### config.mk
export PLATFORM = sky130hd
export DESIGN_NAME = clock_digit_unit
export DESIGN_NICKNAME = d
export VERILOG_FILES = /design/src/rtl/display_pkg.sv /design/src/rtl/clock_digit_unit_bin2bcd_serial.sv /design/src/rtl/clock_digit_unit.sv
export SDC_FILE = /design/constraint.sdc
export NUM_CORES = 1
export LEC_CHECK = 0
export ABC_AREA = 1
export BUFFER_PORTS_ARGS = -buffer_cell sky130_fd_sc_hd__buf_2
export CELL_PAD_IN_SITES_DETAIL_PLACEMENT = 0
export CELL_PAD_IN_SITES_GLOBAL_PLACEMENT = 1
export CORE_MARGIN = 5
export CORE_UTILIZATION = 25
export DETAILED_ROUTE_END_ITERATION = 16
export HOLD_SLACK_MARGIN = 0.02
export PLACE_DENSITY_LB_ADDON = 0.1
export SLEW_MARGIN = 20
export SYNTH_ARGS = -nofsm -noshare
export SYNTH_HDL_FRONTEND = slang
export SYNTH_SLANG_ARGS = --single-unit
### constraint.sdc
create_clock -name clk -period 2.5 [get_ports clk]
set_input_delay 0.125 -clock clk [delete_from_list [all_inputs] [get_ports clk]]
set_output_delay 0.125 -clock clk [all_outputs]
set_load 0.005 [all_outputs]
### src/rtl/display_pkg.sv
// rtl/display_pkg.sv - shared types and constants for the clock digit unit
// Purpose: display mode enum, field port indices, BCD digit type and the
//          converter FSM state enum used by clock_digit_unit.
package display_pkg;

    typedef enum logic [1:0] {
        MODE_HHMMSS = 2'd0,
        MODE_YYMMDD = 2'd1,
        MODE_YYYYMM = 2'd2
    } mode_t;

    localparam int PORT_SEC        = 0;
    localparam int PORT_MIN        = 1;
    localparam int PORT_HOUR       = 2;
    localparam int PORT_DAY        = 3;
    localparam int PORT_MONTH      = 4;
    localparam int PORT_YEAR       = 5;
    localparam int NUM_FIELD_PORTS = 6;

    typedef logic [3:0] bcd_digit_t;

    typedef enum logic [1:0] {
        IDLE  = 2'd0,
        SHIFT = 2'd1,
        STORE = 2'd2
    } conv_state_t;

endpackage

### src/rtl/clock_digit_unit_bin2bcd_serial.sv
// rtl/clock_digit_unit_bin2bcd_serial.sv - sequential shift-add-3 binary to BCD converter
// Purpose: one bit per cycle double-dabble conversion.
// Ports:
//   clk, rstn   clock, asynchronous active-low reset
//   start       load value, clear accumulator and counter
//   value       binary input (DATA_W bits)
//   shift_en    perform one correct-and-shift step
//   done        high during the final shift step
//   bcd         BCD accumulator (BCD_DIGITS nibbles, nibble 0 = ones)
module bin2bcd_serial
    import display_pkg::*;
#(
    parameter int DATA_W     = 16,
    parameter int BCD_DIGITS = 5
) (
    input  logic                    clk,
    input  logic                    rstn,
    input  logic                    start,
    input  logic [DATA_W-1:0]       value,
    input  logic                    shift_en,
    output logic                    done,
    output logic [4*BCD_DIGITS-1:0] bcd
);

    localparam int BCD_W = 4 * BCD_DIGITS;
    localparam int CNT_W = $clog2(DATA_W + 1);
    localparam logic [CNT_W-1:0] LAST_CNT = CNT_W'(DATA_W - 1);

    logic [DATA_W-1:0] r_bin;
    logic [BCD_W-1:0]  r_bcd;
    logic [CNT_W-1:0]  r_cnt;
    logic [BCD_W-1:0]  w_adj;

    // Nibbles >= 5 get +3 so the following left shift carries into the next digit.
    always_comb begin
        w_adj = r_bcd;
        for (int i = 0; i < BCD_DIGITS; i++) begin
            if (r_bcd[4*i +: 4] >= 4'd5) begin
                w_adj[4*i +: 4] = r_bcd[4*i +: 4] + 4'd3;
            end
        end
    end

    always_ff @(posedge clk or negedge rstn) begin
        if (!rstn) begin
            r_bin <= '0;
            r_bcd <= '0;
            r_cnt <= '0;
        end else if (start) begin
            r_bin <= value;
            r_bcd <= '0;
            r_cnt <= '0;
        end else if (shift_en) begin
            {r_bcd, r_bin} <= {w_adj[BCD_W-2:0], r_bin, 1'b0};
            r_cnt          <= r_cnt + 1'b1;
        end
    end

    assign done = shift_en && (r_cnt == LAST_CNT);
    assign bcd  = r_bcd;

endmodule

### src/rtl/clock_digit_unit.sv
// rtl/clock_digit_unit.sv - latches time/date port writes, converts to BCD, drives six digits
// Purpose: capture Driver port writes, convert dirty fields one at a time
//          through bin2bcd_serial, and drive registered digits for the mode.
// Ports:
//   clk, rstn                    clock, asynchronous active-low reset
//   write_out/out_port/out_data  port write strobe, index and value
//   select_*_button              display mode select levels
//   digit5..digit0               registered BCD digits, digit5 leftmost
//   busy                         converter not idle
module clock_digit_unit
    import display_pkg::*;
#(
    parameter int DATA_W     = 16,
    parameter int NUM_PORTS  = 6,
    parameter int BCD_DIGITS = 5
) (
    input  logic              clk,
    input  logic              rstn,
    input  logic              write_out,
    input  logic [3:0]        out_port,
    input  logic [DATA_W-1:0] out_data,
    input  logic              select_hhmmss_button,
    input  logic              select_yymmdd_button,
    input  logic              select_yyyymm_button,
    output logic [3:0]        digit5,
    output logic [3:0]        digit4,
    output logic [3:0]        digit3,
    output logic [3:0]        digit2,
    output logic [3:0]        digit1,
    output logic [3:0]        digit0,
    output logic              busy
);

    localparam int BCD_W  = 4 * BCD_DIGITS;
    localparam int PORT_W = $clog2(NUM_PORTS);

    logic [NUM_PORTS-1:0][DATA_W-1:0] r_bin;
    logic [PORT_YEAR-1:0][7:0]        r_bcd2;     // two-digit fields sec..month
    logic [15:0]                      r_year_bcd;
    logic [NUM_PORTS-1:0]             r_dirty;
    logic [PORT_W-1:0]                r_port;
    conv_state_t                      r_state;
    mode_t                            r_mode;
    bcd_digit_t                       r_d5, r_d4, r_d3, r_d2, r_d1, r_d0;

    conv_state_t          w_next;
    logic                 w_start;
    logic                 w_shift_en;
    logic                 w_store;
    logic                 w_done;
    logic [BCD_W-1:0]     w_conv_bcd;
    logic                 w_wr_hit;
    logic [PORT_W-1:0]    w_wr_idx;
    logic                 w_pick_valid;
    logic [PORT_W-1:0]    w_pick_idx;
    logic [NUM_PORTS-1:0] w_set;
    logic [NUM_PORTS-1:0] w_clr;
    logic                 w_unused_bcd;

    assign w_wr_hit = write_out && (out_port < 4'(NUM_PORTS));
    assign w_wr_idx = out_port[PORT_W-1:0];

    // Lowest-index dirty port wins; scan downward so the last hit is the lowest.
    always_comb begin
        w_pick_valid = 1'b0;
        w_pick_idx   = '0;
        for (int i = NUM_PORTS - 1; i >= 0; i--) begin
            if (r_dirty[i]) begin
                w_pick_valid = 1'b1;
                w_pick_idx   = PORT_W'(i);
            end
        end
    end

    always_comb begin
        w_next     = r_state;
        w_start    = 1'b0;
        w_shift_en = 1'b0;
        w_store    = 1'b0;
        case (r_state)
            IDLE: begin
                if (w_pick_valid) begin
                    w_start = 1'b1;
                    w_next  = SHIFT;
                end
            end
            SHIFT: begin
                w_shift_en = 1'b1;
                if (w_done) begin
                    w_next = STORE;
                end
            end
            STORE: begin
                w_store = 1'b1;
                w_next  = IDLE;
            end
            default: w_next = IDLE;
        endcase
    end

    // Set is applied after clear, so a write landing on the load edge keeps
    // the port dirty and its newest value gets converted next.
    always_comb begin
        w_set = '0;
        w_clr = '0;
        if (w_wr_hit) begin
            w_set[w_wr_idx] = 1'b1;
        end
        if (w_start) begin
            w_clr[w_pick_idx] = 1'b1;
        end
    end

    always_ff @(posedge clk or negedge rstn) begin
        if (!rstn) begin
            r_state <= IDLE;
            r_dirty <= '0;
            r_port  <= '0;
            r_bin   <= '0;
        end else begin
            r_state <= w_next;
            r_dirty <= (r_dirty & ~w_clr) | w_set;
            if (w_start) begin
                r_port <= w_pick_idx;
            end
            if (w_wr_hit) begin
                if (w_wr_idx == PORT_W'(PORT_YEAR)) begin
                    r_bin[w_wr_idx] <= out_data;
                end else begin
                    r_bin[w_wr_idx] <= {{(DATA_W-8){1'b0}}, out_data[7:0]};
                end
            end
        end
    end

    bin2bcd_serial #(
        .DATA_W     (DATA_W),
        .BCD_DIGITS (BCD_DIGITS)
    ) u_bin2bcd (
        .clk      (clk),
        .rstn     (rstn),
        .start    (w_start),
        .value    (r_bin[w_pick_idx]),
        .shift_en (w_shift_en),
        .done     (w_done),
        .bcd      (w_conv_bcd)
    );

    // Keeping only the displayed digits gives the mod-100 / mod-10000 behaviour.
    always_ff @(posedge clk or negedge rstn) begin
        if (!rstn) begin
            r_bcd2     <= '0;
            r_year_bcd <= '0;
        end else if (w_store) begin
            if (r_port == PORT_W'(PORT_YEAR)) begin
                r_year_bcd <= w_conv_bcd[15:0];
            end else begin
                r_bcd2[r_port] <= w_conv_bcd[7:0];
            end
        end
    end

    assign w_unused_bcd = ^w_conv_bcd[BCD_W-1:16];

    always_ff @(posedge clk or negedge rstn) begin
        if (!rstn) begin
            r_mode <= MODE_HHMMSS;
        end else if (select_hhmmss_button) begin
            r_mode <= MODE_HHMMSS;
        end else if (select_yymmdd_button) begin
            r_mode <= MODE_YYMMDD;
        end else if (select_yyyymm_button) begin
            r_mode <= MODE_YYYYMM;
        end
    end

    always_ff @(posedge clk or negedge rstn) begin
        if (!rstn) begin
            {r_d5, r_d4, r_d3, r_d2, r_d1, r_d0} <= '0;
        end else begin
            case (r_mode)
                MODE_YYMMDD: {r_d5, r_d4, r_d3, r_d2, r_d1, r_d0} <=
                    {r_year_bcd[7:0], r_bcd2[PORT_MONTH], r_bcd2[PORT_DAY]};
                MODE_YYYYMM: {r_d5, r_d4, r_d3, r_d2, r_d1, r_d0} <=
                    {r_year_bcd, r_bcd2[PORT_MONTH]};
                default:     {r_d5, r_d4, r_d3, r_d2, r_d1, r_d0} <=
                    {r_bcd2[PORT_HOUR], r_bcd2[PORT_MIN], r_bcd2[PORT_SEC]};
            endcase
        end
    end

    assign digit5 = r_d5;
    assign digit4 = r_d4;
    assign digit3 = r_d3;
    assign digit2 = r_d2;
    assign digit1 = r_d1;
    assign digit0 = r_d0;
    assign busy   = (r_state != IDLE);

endmodule

==> reports/metrics.yaml, run 1 <==
outcome: "completed"
syn_area_per_cell_um2: 8.81
die_w_um: 211
rows: 73
synth-seq-cells: 226
yosysMostFrequentCell: "nand2_1"
tightestPinTransition_ps: 648
yosys.area.top_type: "dfrtp_1"
setup_violations: 0
finalCritPeriodShare_pct: 74.1
viasPerCell: 4.32
report.final.slew_viol_count: 0
power_leakage_uw: 0.00580
yosysUniqueCellTypes: 37
antenna_found_initial: 0
cts_max_path_buffers: 3
rsz0062_at_grt: "false"
clk_latency_ps: 560
start_util_pct: 25.3
gp_congestion: 0.718
die_h_um: 211
peakVddDrop_v: 0.000498
register_area_um2: 5660
skew_ps: 11.3
synth_flop_cell: "dfrtp_1"
synth_area_um2: 10100
layout-drive-gt1-share_pct: 13.4
synth_seq_area_share_pct: 56.1
drtIter0Drc: 276
core-area_um2: 39800
hold_class: "input pin to asynchronous set/reset pin"
synth_fp_nets: 1182
fin_ws_ps: 647
reg2reg_depth: 11
drtAntennaViolNets: 0
crit_type: "register to register"
endpoint_kind: "register"
async_reset_ff_share_pct: 100
worst-path-max-fanout: 51
synth_common_cells: "228 x nand2_1, 226 x dfrtp_1, 127 x nor2_1"
numClockSinks: 226
finalHoldViolCount: 0
synth_edf_count: 0
drcViolationCount: 0
nFillCells: 4334
slew_headroom_pct: 56.6
ios: 51
grt_pass1_wl_um: 46500
multi_input_area_um2: 3660
required_ps: 2940
syn-instance-count: 1144
clock.fmax_mhz: 540
place_area_um2: 10900
powerDensity_nw_per_um2: 940
clock-root-buffer: "clkbuf_16"
io_buffers: 50
grt_pass1_vias: 8071
final_cell_area_um2: 12000
overflow: 0
dr.pass1.iters: 4
startpoint_type: "register"
wl_per_cell_um: 16.5
track_usage_pct: 13.1
num_antenna_cells: 0
cts-resized-gates: 0
routed-via-count: 7605
nNetsFinal: 1253
hpwl_um: 18700
synth.top_cell.area_share_pct: 56.1
arrival_ps: 2300
min_period_ps: 1850
ys_warn_count: 0
crit_chain: "inv_1, nand2_1, nand2_1, nand2_1, nand2_4, nand2_4, inv_1, nand2_1, nand3_1, nand3_1, nand2_1"
tns_ps: 0
path_common_cell: "nand2_1"
synth_area_leaders: "dfrtp_1 56%, nand2_1 8.5%, a21oi_1 5.1%"
wl_um: 29000
place_ws_ps: 623
critPathMaxStageDelay_ps: 440
grt_max_degree: 62
cts.reportedPaths.clkPinSlew_ps: 60
area_growth_pct: 19.5
die-area_um2: 44400
drv_cap: 0
tritoncts: "built"
h-tree-depth: 1
slowest_stage: "nand2_4"
cts_buffers: 29
## cells by family after synthesis
kind of cell    count (synthesis)  share of synthesized area, %
compound gates                241                          13.1
xor+xnor                        2                         0.174
fa+ha+maj                      12                          1.49
buf+inv                       180                          7.66
flops                         226                          56.1
simple gates                  483                          21.5
## what timing repair did
item,CTS,global route
hold endpoints to repair,267,0
hold buffers,23,0
endpoints found under the setup margin,0,0
setup buffers,0,0
## metrics by stage
step	util, %	total power, uW	instances	hold WS, ps
after floorplan	-	6430	1144	-171
after global placement	27.3	7310	1686	113
after detailed placement	27.3	7310	1686	115
after CTS	30.2	11500	1759	64.4
after global routing	30.2	12100	1759	81.0
final	30.2	11300	1759	86.0
## final cells by class
| type | instances | share of cell area (%) |
|---|---|---|
| Tap cell | 525 | 5.46 |
| Clock buffer | 41 | 7.15 |
| Clock inverter | 9 | 0.634 |
| Inverter | 129 | 4.03 |
| Sequential cell | 226 | 47.0 |
| Timing Repair Buffer | 91 | 5.40 |
| Multi-Input combinational cell | 738 | 30.4 |
## worst max-delay path: cells and delay by family, from the launching register on
| kind | cells | cell delay [ps] |
|---|---|---|
| and+or+nand+nor | 9 | 1050 |
| buffers and inverters | 2 | 300 |
| DFF | 1 | 390 |
## power by group
part           internal [uW]  switching, uW  leakage [uW]
sequential              4360            389       0.00288
combinational            868           1570       0.00245
clock                   2470           1660      0.000468
## routing by layer
layer / vias to the layer above / global-route usage [%] / part of all wire [%]
met3: 49 / 2.03 / 3.3
met2: 91 / 23.5 / 50
met4: 0 / 3.04 / 2.3
met5: - / 0 / 0
met1: 3628 / 16.8 / 45
li1: 3837 / - / -
## cell usage in the layout (no fill, tap or decap), types with 7 or more instances in the layout
cell	Yosys	routed
inv_1	115	115
a22oi_1	10	10
ha_1	12	12
o22ai_1	9	9
o21ai_0	75	75
nor2_1	127	127
clkbuf_16	0	29
buf_2	16	49
nand3b_1	12	12
inv_2	10	10
nand2_1	228	228
clkbuf_8	0	9
dlygate4sd3_1	0	23
nand3_1	92	92
o21ai_1	24	24
clkinv_2	1	7
dfrtp_1	226	226
a21oi_1	102	102
o21ai_2	15	15
buf_4	6	16
## final timing paths
kind | endpoint | from | slack, ps
min reg2reg | u_bin2bcd.r_cnt[3] | u_bin2bcd.r_cnt[3] | 460
max in group asynchronous | digit0[3] | rstn | 1510
max | u_bin2bcd.r_bin[0] | r_dirty[4] | 650
max reg2reg | u_bin2bcd.r_bin[0] | r_dirty[4] | 650
min in group clk | r_bin[31] | write_out | 90
min | u_bin2bcd.bcd[11] | rstn | 90
(Power assumes the default switching activity.)
==> run 2: changes to the inputs <==
- ABC_AREA: 1 -> 0
- clock period: 2.5 -> 1.84 ns (I/O delays scaled with it)
==> reports/metrics.yaml, run 2 <==
crit_chain: "buf_4, nand2b_1, buf_12, a2bb2oi_1, buf_4, o22ai_1, a21oi_1, nor3b_2"
overflow: 0  # unchanged
grt_pass1_vias: 7410  # -8.2%
required_ps: 2300  # -640 ps
cts.reportedPaths.clkPinSlew_ps: 60  # about the same
placedCellCount: 1433  # -15%
cts_buffers: 27  # -6.9%
h-tree-depth: 1  # unchanged
skew_ps: 10.5  # -0.829 ps
num_antenna_cells: 0  # unchanged
synth_edf_count: 0  # unchanged
arrival_ps: 2220  # -80 ps
layout-drive-gt1-share_pct: 29.0  # +16 points
critPathMaxStageDelay_ps: 460  # +20 ps
path_common_cell: "buf_4"
hpwl_um: 19100  # +2.0%
track_usage_pct: 13.1  # -0.023 points
reg2reg_depth: 8  # -3
finalHoldViolCount: 0  # unchanged
worst-path-max-fanout: 9  # -82%
r2r_slack_ps: 80  # -570 ps
syn-instance-count: 848  # -26%
wl_um: 28500  # -1.7%
slew_headroom_pct: 67.1  # +10 points
die_w_um: 209  # -1.0%
nNetsFinal: 1011  # -19%
endpoint_kind: "register"
clk_latency_ps: 530  # -30 ps
p_clk_share_pct: 36.7  # +0.2 points
synth_area_leaders: "dfrtp_1 57%, mux2_2 11%, o21ai_0 3.5%"
outcome: "completed"
r2r-start: "r_dirty[1]"
yosys.area.top_type: "dfrtp_1"
synth_seq_area_share_pct: 57.4  # +1.2 points
wl_per_cell_um: 18.9  # +15%
tns_ps: 0  # unchanged
start_util_pct: 25.4  # +0.088 points
drtIter0Drc: 291  # +5.4%
reg2reg_to: "u_bin2bcd.r_bin[10]"
synth.top_cell.area_share_pct: 57.4  # +1.2 points
die-area_um2: 43500  # -2.1%
nFillCells: 3967  # -8.5%
gp_congestion: 0.752  # +4.7%
syn_area_per_cell_um2: 11.6  # +32%
ios: 51  # unchanged
powerDensity_nw_per_um2: 1150  # +22%
dr.pass1.iters: 5  # +1
core-area_um2: 38800  # -2.5%
power_frac_comb_pct: 19.5  # -2.1 points
area_growth_pct: 26.4
p_int_uw: 10200  # +32%
startpoint_type: "register"
hold_class: "input pin to asynchronous set/reset pin"
synth_flop_cell: "dfrtp_1"
antenna_found_initial: 0  # unchanged
grt_max_degree: 49  # -21%
cts_max_path_buffers: 3  # unchanged
numClockSinks: 226  # unchanged
io_buffers: 50  # unchanged
seqPwrFrac_pct: 43.8  # +1.9 points
clock-root-buffer: "clkbuf_16"
tritoncts: "built"
synth_area_um2: 9860  # -2.2%
p_sw_uw: 4090  # +13%
routed-via-count: 6867  # -9.7%
viasPerCell: 4.55  # +5.2%
crit_type: "register to register"
report.final.slew_viol_count: 0  # unchanged
layout_commonest_cell: "dfrtp_1"
drcViolationCount: 0  # unchanged
stdcell_count: 1510  # -14%
clock.fmax_mhz: 568  # +5.2%
synth_common_cells: "226 x dfrtp_1, 92 x mux2_2, 80 x nand2_1"
drtAntennaViolNets: 0  # unchanged
finalCritPeriodShare_pct: 95.7  # +22 points
synth_fp_nets: 886  # -25%
swShare_pct: 28.7  # -3.3 points
power_leakage_uw: 0.00565  # -2.6%
setup_violations: 0  # unchanged
min_period_ps: 1760  # -91.6 ps
rows: 72  # -1.4%
mostFrequentLayoutCells: "222 x dfrtp_1, 92 x mux2_2, 79 x nand2_1, 69 x o21ai_0, 55 x buf_4"
grt_pass1_wl_um: 45700  # -1.8%
die_h_um: 209  # -1.0%
tightestPinTransition_ps: 494  # -155 ps
ys_warn_count: 0  # unchanged
synth-seq-cells: 226  # unchanged
yosysUniqueCellTypes: 51  # +38%
yosysMostFrequentCell: "dfrtp_1"
peakVddDrop_v: 0.000620  # +25%
slowest_stage: "dfrtp_2"
drv_cap: 0  # unchanged
async_reset_ff_share_pct: 100  # unchanged
-- run 2: cell type report --
type | count | area, um2 | area share (%)
flip-flops and latches | 226 | 5660 | 45.4
multi-input cells | 541 | 3920 | 31.4
clock inverters | 7 | 88.8 | 0.713
inverters | 30 | 113 | 0.904
well taps | 518 | 648 | 5.20
repair buffers | 147 | 1260 | 10.1
clock buffers | 41 | 768 | 6.17
-- run 2: per-stage QoR --
stage / setup slack [ps] / area [um2] / power [uW] / hold slack [ps] / util (%)
after CTS: 0.247 / 12400 / 14500 / 35.7 / 31.8
after global placement: -0.248 / 11300 / 9070 / 24.1 / 29.0
after floorplan: 172 / 9860 / 7820 / -204 / -
after detailed placement: 5.08 / 11300 / 9090 / 21.9 / 29.0
final: 78.8 / 12500 / 14300 / 54.4 / 32.1
after global routing: -6.63 / 12500 / 15200 / 74.4 / 32.1
-- run 2: per-layer routing --
| layer | track usage [%] | wire [um] | part of all wire (%) |
|---|---|---|---|
| met1 | 17.0 | 12500 | 44 |
| met2 | 23.2 | 14400 | 51 |
| met3 | 2.01 | 861 | 3.0 |
| met4 | 3.06 | 723 | 2.5 |
| met5 | 0 | 0 | 0 |
-- run 2: cells by family (layout without fill, tap and decap cells) --
logic type | Yosys count | after routing | share of synthesized area [%]
buffers and inverters | 81 | 225 | 3.60
AO/OA/AOI/OAI | 217 | 217 | 14.2
multiplexers | 96 | 96 | 10.9
XOR/XNOR | 5 | 5 | 0.444
adder cells (fa/ha/maj) | 12 | 12 | 1.52
flip-flops | 226 | 226 | 57.4
AND/OR/NAND/NOR | 211 | 211 | 11.9
-- run 2: worst max path at each step --
stage | start | to | slack [ps] | cells after the start
floorplan | r_dirty[2] | u_bin2bcd.r_bin[0] | 170 | 6
global placement | r_dirty[1] | u_bin2bcd.r_bin[7] | -0.2 | 7
detailed placement | r_dirty[1] | u_bin2bcd.r_bin[7] | 5 | 7
CTS | r_dirty[2] | u_bin2bcd.r_bin[15] | 0.2 | 6
global route | r_dirty[3] | u_bin2bcd.r_bin[4] | -7 | 7
finish | r_dirty[1] | u_bin2bcd.r_bin[10] | 80 | 8
-- run 2: critical path, delay by kind of cell, from the launching register on --
kind | cells | cell delay, ps
DFF | 1 | 460
AOI/OAI and AO/OA | 3 | 460
buffers and inverters | 3 | 450
and+or+nand+nor | 2 | 330
-- run 2: power by group through the flow --
stage               combinational, uW  clock, uW  sequential [uW]
detailed placement               2740          0             6350
floorplan                        1710          0             6110
global placement                 2720          0             6350
CTS                              2800       5460             6260
finish                           2780       5230             6250
global route                     3130       5670             6360
-- run 2: timing repair --
action / 4_1_cts / 5_1_grt
resized for setup: 1 / 16
setup endpoints to repair: 1 / 15
hold buffers: 25 / 0
pin swaps: 0 / 2
setup buffers: 0 / 4
endpoints found under the hold margin: 285 / 0
